`src/rtl/blake_round_if.sv`:
```
// Handshake and control bundle between the BLAKE-512 round controller and its
// environment: the padder, the round counter/datapath and the digest consumer.
interface blake_round_if #(
  parameter int T_W = 128
);
  logic           in_valid;
  logic           in_ready;
  logic           in_last;
  logic [10:0]    in_bits;
  logic           blk_load;
  logic [T_W-1:0] t_out;
  logic           round_ing;
  logic           count_done;
  logic           rdy;
  logic           chain_upd;
  logic           dig_valid;
  logic           dig_ready;
  logic           busy;
  logic           err;

  modport master (
    input  in_valid, in_last, in_bits, count_done, rdy, dig_ready,
    output in_ready, blk_load, t_out, round_ing, chain_upd, dig_valid, busy, err
  );

  modport slave (
    output in_valid, in_last, in_bits, count_done, rdy, dig_ready,
    input  in_ready, blk_load, t_out, round_ing, chain_upd, dig_valid, busy, err
  );
endinterface

```
`src/rtl/blake_round_ctrl.sv`:
```
// BLAKE-512 block controller: takes one message block at a time, runs one 64-step
// round pass, waits for the pipeline result, tracks the bit counter t and presents the digest.
module blake_round_ctrl #(
  parameter int RUN_LEN  = 64,
  parameter int PIPE_LAT = 65,
  parameter int T_W      = 128,
  parameter int TIMEOUT  = 80
) (
  input  logic         clk,
  input  logic         rst,
  blake_round_if.master bus
);

  // The drain limit can never be shorter than the pipeline it is waiting on.
  localparam int TO_LIM = (TIMEOUT > PIPE_LAT) ? TIMEOUT : PIPE_LAT + 1;
  localparam int DW     = $clog2(TO_LIM + 2);
  localparam int SW     = (RUN_LEN > 1) ? $clog2(RUN_LEN) : 1;
  localparam logic [SW-1:0] STEP_LAST = SW'(RUN_LEN - 1);
  localparam logic [DW-1:0] DRAIN_LAST = DW'(TO_LIM);

  typedef enum logic [2:0] {IDLE, LOAD, RUN, DRAIN, DONE} state_t;

  state_t         state_q, state_d;
  logic [T_W-1:0] t_acc_q, t_acc_d;
  logic [T_W-1:0] t_out_q, t_out_d;
  logic           last_r_q, last_r_d;
  logic [SW-1:0]  step_q, step_d;
  logic [DW-1:0]  drain_q, drain_d;
  logic           blk_load_q, blk_load_d;
  logic           round_ing_q, round_ing_d;
  logic           chain_upd_q, chain_upd_d;
  logic           dig_valid_q, dig_valid_d;
  logic           err_q, err_d;

  logic           accept;
  logic [T_W-1:0] t_sum;

  always_ff @(posedge clk or posedge rst) begin
    if (rst) begin
      state_q     <= IDLE;
      t_acc_q     <= '0;
      t_out_q     <= '0;
      last_r_q    <= 1'b0;
      step_q      <= '0;
      drain_q     <= '0;
      blk_load_q  <= 1'b0;
      round_ing_q <= 1'b0;
      chain_upd_q <= 1'b0;
      dig_valid_q <= 1'b0;
      err_q       <= 1'b0;
    end else begin
      state_q     <= state_d;
      t_acc_q     <= t_acc_d;
      t_out_q     <= t_out_d;
      last_r_q    <= last_r_d;
      step_q      <= step_d;
      drain_q     <= drain_d;
      blk_load_q  <= blk_load_d;
      round_ing_q <= round_ing_d;
      chain_upd_q <= chain_upd_d;
      dig_valid_q <= dig_valid_d;
      err_q       <= err_d;
    end
  end

  // A missing count_done on the last step still ends the pass so the FSM cannot hang.
  always_comb begin
    state_d = state_q;
    case (state_q)
      IDLE:    if (bus.in_valid) state_d = LOAD;
      LOAD:    state_d = RUN;
      RUN:     if (bus.count_done || step_q == STEP_LAST) state_d = DRAIN;
      DRAIN: begin
        if (bus.rdy)                    state_d = last_r_q ? DONE : IDLE;
        else if (drain_q == DRAIN_LAST) state_d = IDLE;
      end
      DONE:    if (bus.dig_ready) state_d = IDLE;
      default: state_d = IDLE;
    endcase
  end

  always_comb begin
    accept      = (state_q == IDLE) && bus.in_valid;
    t_sum       = t_acc_q + T_W'(bus.in_bits);
    last_r_d    = accept ? bus.in_last : last_r_q;
    t_acc_d     = t_acc_q;
    t_out_d     = t_out_q;
    if (accept) begin
      t_acc_d = t_sum;
      t_out_d = (bus.in_bits == 11'd0) ? '0 : t_sum;
    end else if (state_q == DONE && bus.dig_ready) begin
      t_acc_d = '0;
    end
    step_d      = (state_q == RUN) ? step_q + 1'b1 : '0;
    drain_d     = (state_q == DRAIN) ? drain_q + 1'b1 : DW'(1);
    blk_load_d  = (state_d == LOAD);
    round_ing_d = (state_d == RUN);
    dig_valid_d = (state_d == DONE);
    chain_upd_d = (state_q == DRAIN) && bus.rdy;
    err_d = err_q
          | (accept && bus.in_bits > 11'd1024)
          | (bus.rdy && state_q != DRAIN)
          | (bus.count_done && state_q != RUN)
          | (state_q == RUN && bus.count_done && step_q != STEP_LAST)
          | (state_q == RUN && !bus.count_done && step_q == STEP_LAST)
          | (state_q == DRAIN && !bus.rdy && drain_q == DRAIN_LAST);
  end

  assign bus.in_ready  = (state_q == IDLE);
  assign bus.busy      = (state_q != IDLE);
  assign bus.blk_load  = blk_load_q;
  assign bus.t_out     = t_out_q;
  assign bus.round_ing = round_ing_q;
  assign bus.chain_upd = chain_upd_q;
  assign bus.dig_valid = dig_valid_q;
  assign bus.err       = err_q;

endmodule

```
`src/flat_wrapper.sv`:
```
// flat-port wrapper written by rule: the top's interface ports become plain ports
module blake_round_ctrl_flat 
#(
  parameter int RUN_LEN  = 64,
  parameter int PIPE_LAT = 65,
  parameter int T_W      = 128,
  parameter int TIMEOUT  = 80
)
  (clk, rst, bus_in_valid, bus_in_last, bus_in_bits, bus_count_done, bus_rdy, bus_dig_ready, bus_in_ready, bus_blk_load, bus_t_out, bus_round_ing, bus_chain_upd, bus_dig_valid, bus_busy, bus_err);
  blake_round_if #(.T_W(T_W)) bus_i ();
  input  logic clk;
  input  logic rst;
  input wire logic [$bits(bus_i.in_valid)-1:0] bus_in_valid;
  input wire logic [$bits(bus_i.in_last)-1:0] bus_in_last;
  input wire logic [$bits(bus_i.in_bits)-1:0] bus_in_bits;
  input wire logic [$bits(bus_i.count_done)-1:0] bus_count_done;
  input wire logic [$bits(bus_i.rdy)-1:0] bus_rdy;
  input wire logic [$bits(bus_i.dig_ready)-1:0] bus_dig_ready;
  output wire logic [$bits(bus_i.in_ready)-1:0] bus_in_ready;
  output wire logic [$bits(bus_i.blk_load)-1:0] bus_blk_load;
  output wire logic [$bits(bus_i.t_out)-1:0] bus_t_out;
  output wire logic [$bits(bus_i.round_ing)-1:0] bus_round_ing;
  output wire logic [$bits(bus_i.chain_upd)-1:0] bus_chain_upd;
  output wire logic [$bits(bus_i.dig_valid)-1:0] bus_dig_valid;
  output wire logic [$bits(bus_i.busy)-1:0] bus_busy;
  output wire logic [$bits(bus_i.err)-1:0] bus_err;
  assign bus_i.in_valid = bus_in_valid;
  assign bus_i.in_last = bus_in_last;
  assign bus_i.in_bits = bus_in_bits;
  assign bus_i.count_done = bus_count_done;
  assign bus_i.rdy = bus_rdy;
  assign bus_i.dig_ready = bus_dig_ready;
  assign bus_in_ready = bus_i.in_ready;
  assign bus_blk_load = bus_i.blk_load;
  assign bus_t_out = bus_i.t_out;
  assign bus_round_ing = bus_i.round_ing;
  assign bus_chain_upd = bus_i.chain_upd;
  assign bus_dig_valid = bus_i.dig_valid;
  assign bus_busy = bus_i.busy;
  assign bus_err = bus_i.err;
  blake_round_ctrl #(.RUN_LEN(RUN_LEN), .PIPE_LAT(PIPE_LAT), .T_W(T_W), .TIMEOUT(TIMEOUT)) u_core (.clk(clk), .rst(rst), .bus(bus_i));
endmodule
```
`config.mk`:
```
export PLATFORM = sky130hd
export DESIGN_NAME = blake_round_ctrl_flat
export DESIGN_NICKNAME = d
export VERILOG_FILES = /design/src/rtl/blake_round_if.sv /design/src/rtl/blake_round_ctrl.sv /design/src/flat_wrapper.sv
export SDC_FILE = /design/constraint.sdc
export NUM_CORES = 1
export LEC_CHECK = 0
export CORE_MARGIN = 5
export CORE_UTILIZATION = 58
export DETAILED_ROUTE_END_ITERATION = 8
export PLACE_DENSITY = 0.82
export REMOVE_ABC_BUFFERS = 1
export SLEW_MARGIN = 10
export SYNTH_ARGS = -nofsm -noshare
export SYNTH_HDL_FRONTEND = slang
export SYNTH_SLANG_ARGS = --single-unit
```
`constraint.sdc`:
```
create_clock -name clk -period 13.62 [get_ports clk]
set_clock_uncertainty 0.1 [all_clocks]
set_input_delay 2.724 -clock clk [delete_from_list [all_inputs] [get_ports clk]]
set_output_delay 2.724 -clock clk [all_outputs]
set_load 0.005 [all_outputs]
```
==> reports/results.tsv, run 1 <==
stage	metric	value	unit
cells_and_area	final_common_cell	dfrtp_1	
clock_tree	clock-sinks	278	
clock_tree	cts_buffers	29	
cells_and_area	post-route-util	0.688	
detailed_routing	post_drt_wl_per_cell	20.3	um
floorplanning	io_pins	153	
synth	synth_xor_area_frac	0.0755	
synth	synthFlopType	dfrtp_1	
sta	max_freq	156	MHz
synth	yosys_warnings	0	
synth	synth_compound_area_frac	0.184	
power_and_ir_drop	p_leak	0.00686	uW
synth	synth_top_family_by_area	simple AND/OR/NAND/NOR gates	
cells_and_area	layout-drive-gt1-share	0.0534	
grt	grt_pass1_vias	13400	
synth	synth_fa_ha_area_frac	0.0128	
cells_and_area	nFillCells	1990	
clock_tree	clock_path_buffers	3	
clock_tree	cts-resized-gates	0	
sta	post-route-period-util	0.469	
synth	syn_avg_cell_area	8.88	um^2
clock_tree	tritoncts	built	
cells_and_area	most-common-layout-cells	dfrtp_1 (278), nand2_1 (257), clkdlybuf4s50_1 (152)	
floorplanning	placementRows	59	
clock_tree	root_buffer	clkbuf_16	
power_and_ir_drop	vdd_drop_max	0.160	mV
power_and_ir_drop	power.density	135	mW/mm^2
setup_path	arrival	6.73	ns
grt	grt_max_degree	229	
run	cap_violations	0	
detailed_routing	drt_wl_total	43.7	mm
cells_and_area	antennaDiodeCount	0	
synth	yosysUniqueCellTypes	68	
place	dp_hpwl	28.8	mm
grt	grt-ovfl-total	0	
cells_and_area	fin_nets	1827	
setup_path	critPathCaptureType	flip-flop	
setup_path	crit_fanout	11	
synth	synth-simple-area-share	0.226	
clock_tree	hold_buffers	0	
floorplanning	fp.dieH	172	um
worst_hold_path	holdCritStartpoint	u_core.last_r_q	
synth	synth_mux_area_frac	0.00527	
clock_tree	clock_latency	0.56	ns
synth	ys_async_sr_fraction	1.00	
setup_path	r2r_start	u_core.t_acc_q[0]	
power_and_ir_drop	power	2400	uW
detailed_routing	ant_nets	0	
outcome	status	complete, no violations	
synth	seq_area_frac_synth	0.458	
sta	slew_headroom	0.136	
worst_hold_path	hold_class	flip-flop to flip-flop	
clock_tree	cts-htree-levels	1	
clock_tree	clkTransAtPathRegs	0.07	ns
setup_path	startpoint_type	primary input	
place	place.gp.congestion	0.943	
sta	finalMaxSlewViolations	0	
floorplanning	core	0.0259	mm^2
synth	syn_area	0.0152	mm^2
setup_path	required	13.96	ns
place	io_buffers	152	
setup_path	critical_path.startpoint	bus_in_bits[0]	
detailed_routing	drt_iter0_drc	1674	
synth	ys_ff_latch	278	
floorplanning	start_util	0.587	
sta	worstMarginPinSlew	1.30	ns
sta	final_period_minus_worst_setup_slack	6.39	ns
grt	grt.total_usage	0.294	
detailed_routing	dr_total_vias	13900	
synth	synthCells	1712	
setup_path	crit_type	primary input to flip-flop	
setup_path	r2r_slack	9.55	ns
cells_and_area	final_cell_area	0.0178	mm^2
place	placed_area	0.0168	mm^2
sta	setup_viol	0	
detailed_routing	drc	0	
detailed_routing	vias_per_cell	6.48	
cells_and_area	area_growth	17.2	%
cells_and_area	final_cells	2151	
grt	antenna_found_initial	1	
sta	rsz0062_at_grt	false	
place	dp_cells	2098	
sta	hold_viol	0	
clock_tree	post_cts_buffers	0	
grt	grt_pass1_wl	70.8	mm
sta	hold_slack	0.372	ns
floorplanning	die_w	172	um
detailed_routing	dr.pass1.iters	6	
synth	synth_edf_count	0	
cells_and_area	regArea	0.00696	mm^2
cells_and_area	multi_input_area	0.00770	mm^2
floorplanning	die_area	0.0296	mm^2
[report_power, final]
part	internal, uW	switching, uW
logic	231	377
registers	910	72.1
clock network	473	338
[cell type report]
cell class / instances / area share
clock buffers: 43 / 0.0482
flip-flops and latches: 278 / 0.390
clock inverters: 10 / 0.00632
inverters: 37 / 0.00836
multi-input cells: 1284 / 0.432
well taps: 335 / 0.0235
repair buffers: 164 / 0.0912
[synth_stat cells (all sizes together), types with 10 or more instances]
library cell	instances	area share
or3	21	0.0086
a21oi	80	0.026
o31ai	73	0.036
nand3	77	0.026
a31oi	53	0.022
nor3	37	0.013
nand4	64	0.027
buf	27	0.0081
o21ai	150	0.049
and2	14	0.0058
a22o	22	0.013
xnor2	81	0.047
and4	10	0.0058
clkbuf	86	0.021
nor4	43	0.020
nor2	85	0.021
xor2	50	0.029
nand2b	26	0.011
and3	29	0.012
dfrtp	278	0.46
nand2	258	0.064
inv	37	0.0091
ha	14	0.012
[routing by layer]
layer	wire length, um	GRT usage	share of wire
met1	17900	0.405	0.41
met5	13	0	0.00030
met4	1540	0.102	0.035
met3	3600	0.0434	0.083
met2	20600	0.482	0.47
[metrics by stage]
step           setup WS, ns  setup TNS, ns
2_1_floorplan        -0.164         -10.37
3_3_place_gp           6.97              0
3_5_place_dp           6.75              0
4_1_cts                7.34              0
5_1_grt                7.02              0
6_report               7.23              0
[worst max-delay path, stage by stage]
cell             delay (ns)
clkdlybuf4s50_1        0.49
ha_1                   0.19
inv_1                  0.06
fa_1                   0.39
nand2b_1               0.20
a21oi_1                0.35
o211ai_1               0.56
a21oi_1                0.54
nand4_1                0.54
nor3b_1                0.32
or3_1                  0.36
[cell families after synthesis]
group / Yosys count
fa+ha+maj: 15
mux: 8
compound gates: 441
xor+xnor: 131
flops: 278
simple gates: 689
buf+inv: 150
[flip-flops by register name, indices dropped and copies added (netlist names)]
signal / count
u_core.t_acc_q: 128
u_core.bus.round_ing: 1
u_core.bus.err: 1
u_core.bus.blk_load: 1
u_core.step_q: 6
u_core.last_r_q: 1
u_core.state_q: 3
u_core.bus.chain_upd: 1
u_core.bus.t_out: 128
u_core.drain_q: 7
u_core.bus.dig_valid: 1
[worst paths after layout]
check / endpoint / cells past startpoint
setup / recovery: u_core.bus.t_out[126] / 11
hold / removal: u_core.last_r_q / 2
setup reg to reg: u_core.bus.t_out[126] / 10
hold reg to reg: u_core.last_r_q / 2
max in group asynchronous: u_core.t_acc_q[82] / 3
min in group asynchronous: u_core.bus.t_out[13] / 2
(Power assumes the default switching activity.)
==> inputs of run 2 (changes only) <==
==> constraint.sdc (replaced) <==
create_clock -name clk -period 5.9 [get_ports clk]
set_clock_uncertainty 0.1 [all_clocks]
set_input_delay 1.18 -clock clk [delete_from_list [all_inputs] [get_ports clk]]
set_output_delay 1.18 -clock clk [all_outputs]
set_load 0.005 [all_outputs]
==> reports/results.tsv, run 2 (same netlist as run 1, synthesis figures left out) <==
stage	metric	value	unit
place	pre_cts_ws	0.885	ns
cells_and_area	fin_nets	1835	
cells_and_area	layout-drive-gt1-share	0.0592	
detailed_routing	vias_per_cell	6.43	
detailed_routing	drt_iter0_drc	1394	
grt	grt_pass1_vias	13700	
sta	setup_ws	1.35	ns
place	place.gp.congestion	0.954	
run	cap_violations	0	
clock_tree	clock-sinks	278	
clock_tree	post_cts_buffers	0	
worst_hold_path	holdCritStartpoint	u_core.bus.t_out[34]	
sta	post-route-period-util	0.771	
clock_tree	clkTransAtPathRegs	0.06	ns
setup_path	r2r_slack	2.11	ns
sta	rsz0062_at_grt	false	
clock_tree	cts-htree-levels	1	
power_and_ir_drop	p_int	3770	uW
clock_tree	clock_latency	0.55	ns
floorplanning	start_util	0.587	
outcome	status	complete, no violations	
clock_tree	root_buffer	clkbuf_16	
floorplanning	core	0.0259	mm^2
grt	grt-ovfl-total	0	
power_and_ir_drop	power.switching	1840	uW
grt	antenna_found_initial	1	
sta	tns	0	ns
cells_and_area	final_cell_area	0.0179	mm^2
clock_tree	cts_buffers	28	
clock_tree	cts-resized-gates	0	
grt	grt_max_degree	183	
setup_path	required	6.25	ns
sta	max_freq	220	MHz
setup_path	arrival	4.90	ns
cells_and_area	nFillCells	2029	
cells_and_area	area_growth	18.0	%
power_and_ir_drop	clock_power_share	0.343	
clock_tree	clock_path_buffers	3	
sta	worstMarginPinSlew	1.11	ns
cells_and_area	antennaDiodeCount	0	
worst_hold_path	hold_path_depth	2	
power_and_ir_drop	p_leak	0.00692	uW
sta	slew_headroom	0.257	
place	dp_hpwl	29.5	mm
floorplanning	fp.dieH	172	um
power_and_ir_drop	combPwrFrac	0.253	
detailed_routing	ant_nets	0	
sta	finalMaxSlewViolations	0	
setup_path	crit_type	primary input to flip-flop	
worst_hold_path	hold_class	flip-flop to flip-flop	
worst_hold_path	holdPathEnd	u_core.bus.t_out[34]	
setup_path	reg2regPathDepth	11	
detailed_routing	drt_wl_total	44.4	mm
power_and_ir_drop	p_sw_frac	0.328	
sta	hold_slack	0.379	ns
cells_and_area	most-common-layout-cells	dfrtp_1 (278), nand2_1 (257), clkdlybuf4s50_1 (152)	
place	io_buffers	152	
sta	setup_viol	0	
setup_path	r2r-end	u_core.bus.t_out[44]	
floorplanning	die_w	172	um
grt	grt.total_usage	0.297	
power_and_ir_drop	seqPwrFrac	0.404	
clock_tree	tritoncts	built	
setup_path	startpoint_type	primary input	
setup_path	crit_fanout	7	
power_and_ir_drop	power.density	313	mW/mm^2
detailed_routing	dr_total_vias	13900	
cells_and_area	final_common_cell	dfrtp_1	
detailed_routing	dr.pass1.iters	6	
floorplanning	io_pins	153	
clock_tree	hold_buffers	0	
grt	grt_pass1_wl	71.6	mm
floorplanning	die_area	0.0296	mm^2
sta	final_period_minus_worst_setup_slack	4.55	ns
power_and_ir_drop	vdd_drop_max	0.295	mV
sta	hold_viol	0	
floorplanning	placementRows	59	
setup_path	critPathCaptureType	flip-flop	
setup_path	r2r_start	u_core.t_acc_q[0]	
place	placed_area	0.0170	mm^2
detailed_routing	post_drt_wl_per_cell	20.6	um
detailed_routing	drc	0	
[run 2: cell count changes in the layout (fill, tap and decap cells not counted)]
cell and delta:
clkinv_2 +3, clkinv_4 +1, buf_4 +6, clkinvlp_4 +2
buf_12 +3, bufinv_16 +3, clkbuf_8 -7, a2111oi_0 -1
a2111oi_1 +1, clkbuf_1 -4
[run 2: worst max path at each step]
stage	startpoint	to	slack [ns]	cells past startpoint
2_1_floorplan	bus_in_valid	u_core.bus.t_out[101]	-6.34	5
3_3_place_gp	bus_in_bits[0]	u_core.t_acc_q[116]	1.02	11
3_5_place_dp	bus_in_bits[0]	u_core.bus.t_out[44]	0.89	12
4_1_cts	bus_in_bits[0]	u_core.bus.t_out[44]	1.42	12
5_1_grt	bus_in_bits[0]	u_core.bus.t_out[44]	1.16	12
6_report	bus_in_bits[0]	u_core.bus.t_out[44]	1.35	12
[run 2: power by group through the flow]
stage	combinational, uW	clock [uW]	sequential (uW)
2_1_floorplan	855	0	2260
3_3_place_gp	1360	0	2290
3_5_place_dp	1400	0	2290
4_1_cts	1410	1940	2260
5_1_grt	1570	2020	2290
6_report	1420	1930	2270
[run 2: routing by layer]
layer / vias to the layer above / GRT usage / share of wire
li1: 6350 / - / -
met1: 6709 / 0.401 / 0.40
met2: 681 / 0.492 / 0.48
met3: 129 / 0.0434 / 0.081
met4: 2 / 0.110 / 0.036
met5: - / 0 / 0.00029
[run 2: layout make-up]
type,count,area [um^2],area share
Timing Repair Buffer,173,1730,0.0964
Tap cell,335,419,0.0234
Inverter,37,149,0.00830
Clock inverter,19,241,0.0135
Multi-Input combinational cell,1284,7700,0.429
Sequential cell,278,6960,0.388
Clock buffer,32,747,0.0416
[run 2: critical path: stages]
cell and delay (ns):
clkdlybuf4s50_1 0.48, ha_1 0.17, inv_1 0.05, fa_1 0.38, nand2b_1 0.21, a21oi_1 0.37, o211ai_1 0.50, buf_4 0.33
a211o_1 0.35, nor4_1 0.54, xnor2_1 0.14, o31ai_1 0.19
[run 2: through the flow]
stage | utilization | power (uW) | instances
finish | 0.692 | 5610 | 2158
detailed placement | 0.654 | 3690 | 2107
global placement | 0.654 | 3650 | 2107
floorplan | - | 3120 | 1599
global route | 0.692 | 5870 | 2158
CTS | 0.692 | 5620 | 2158
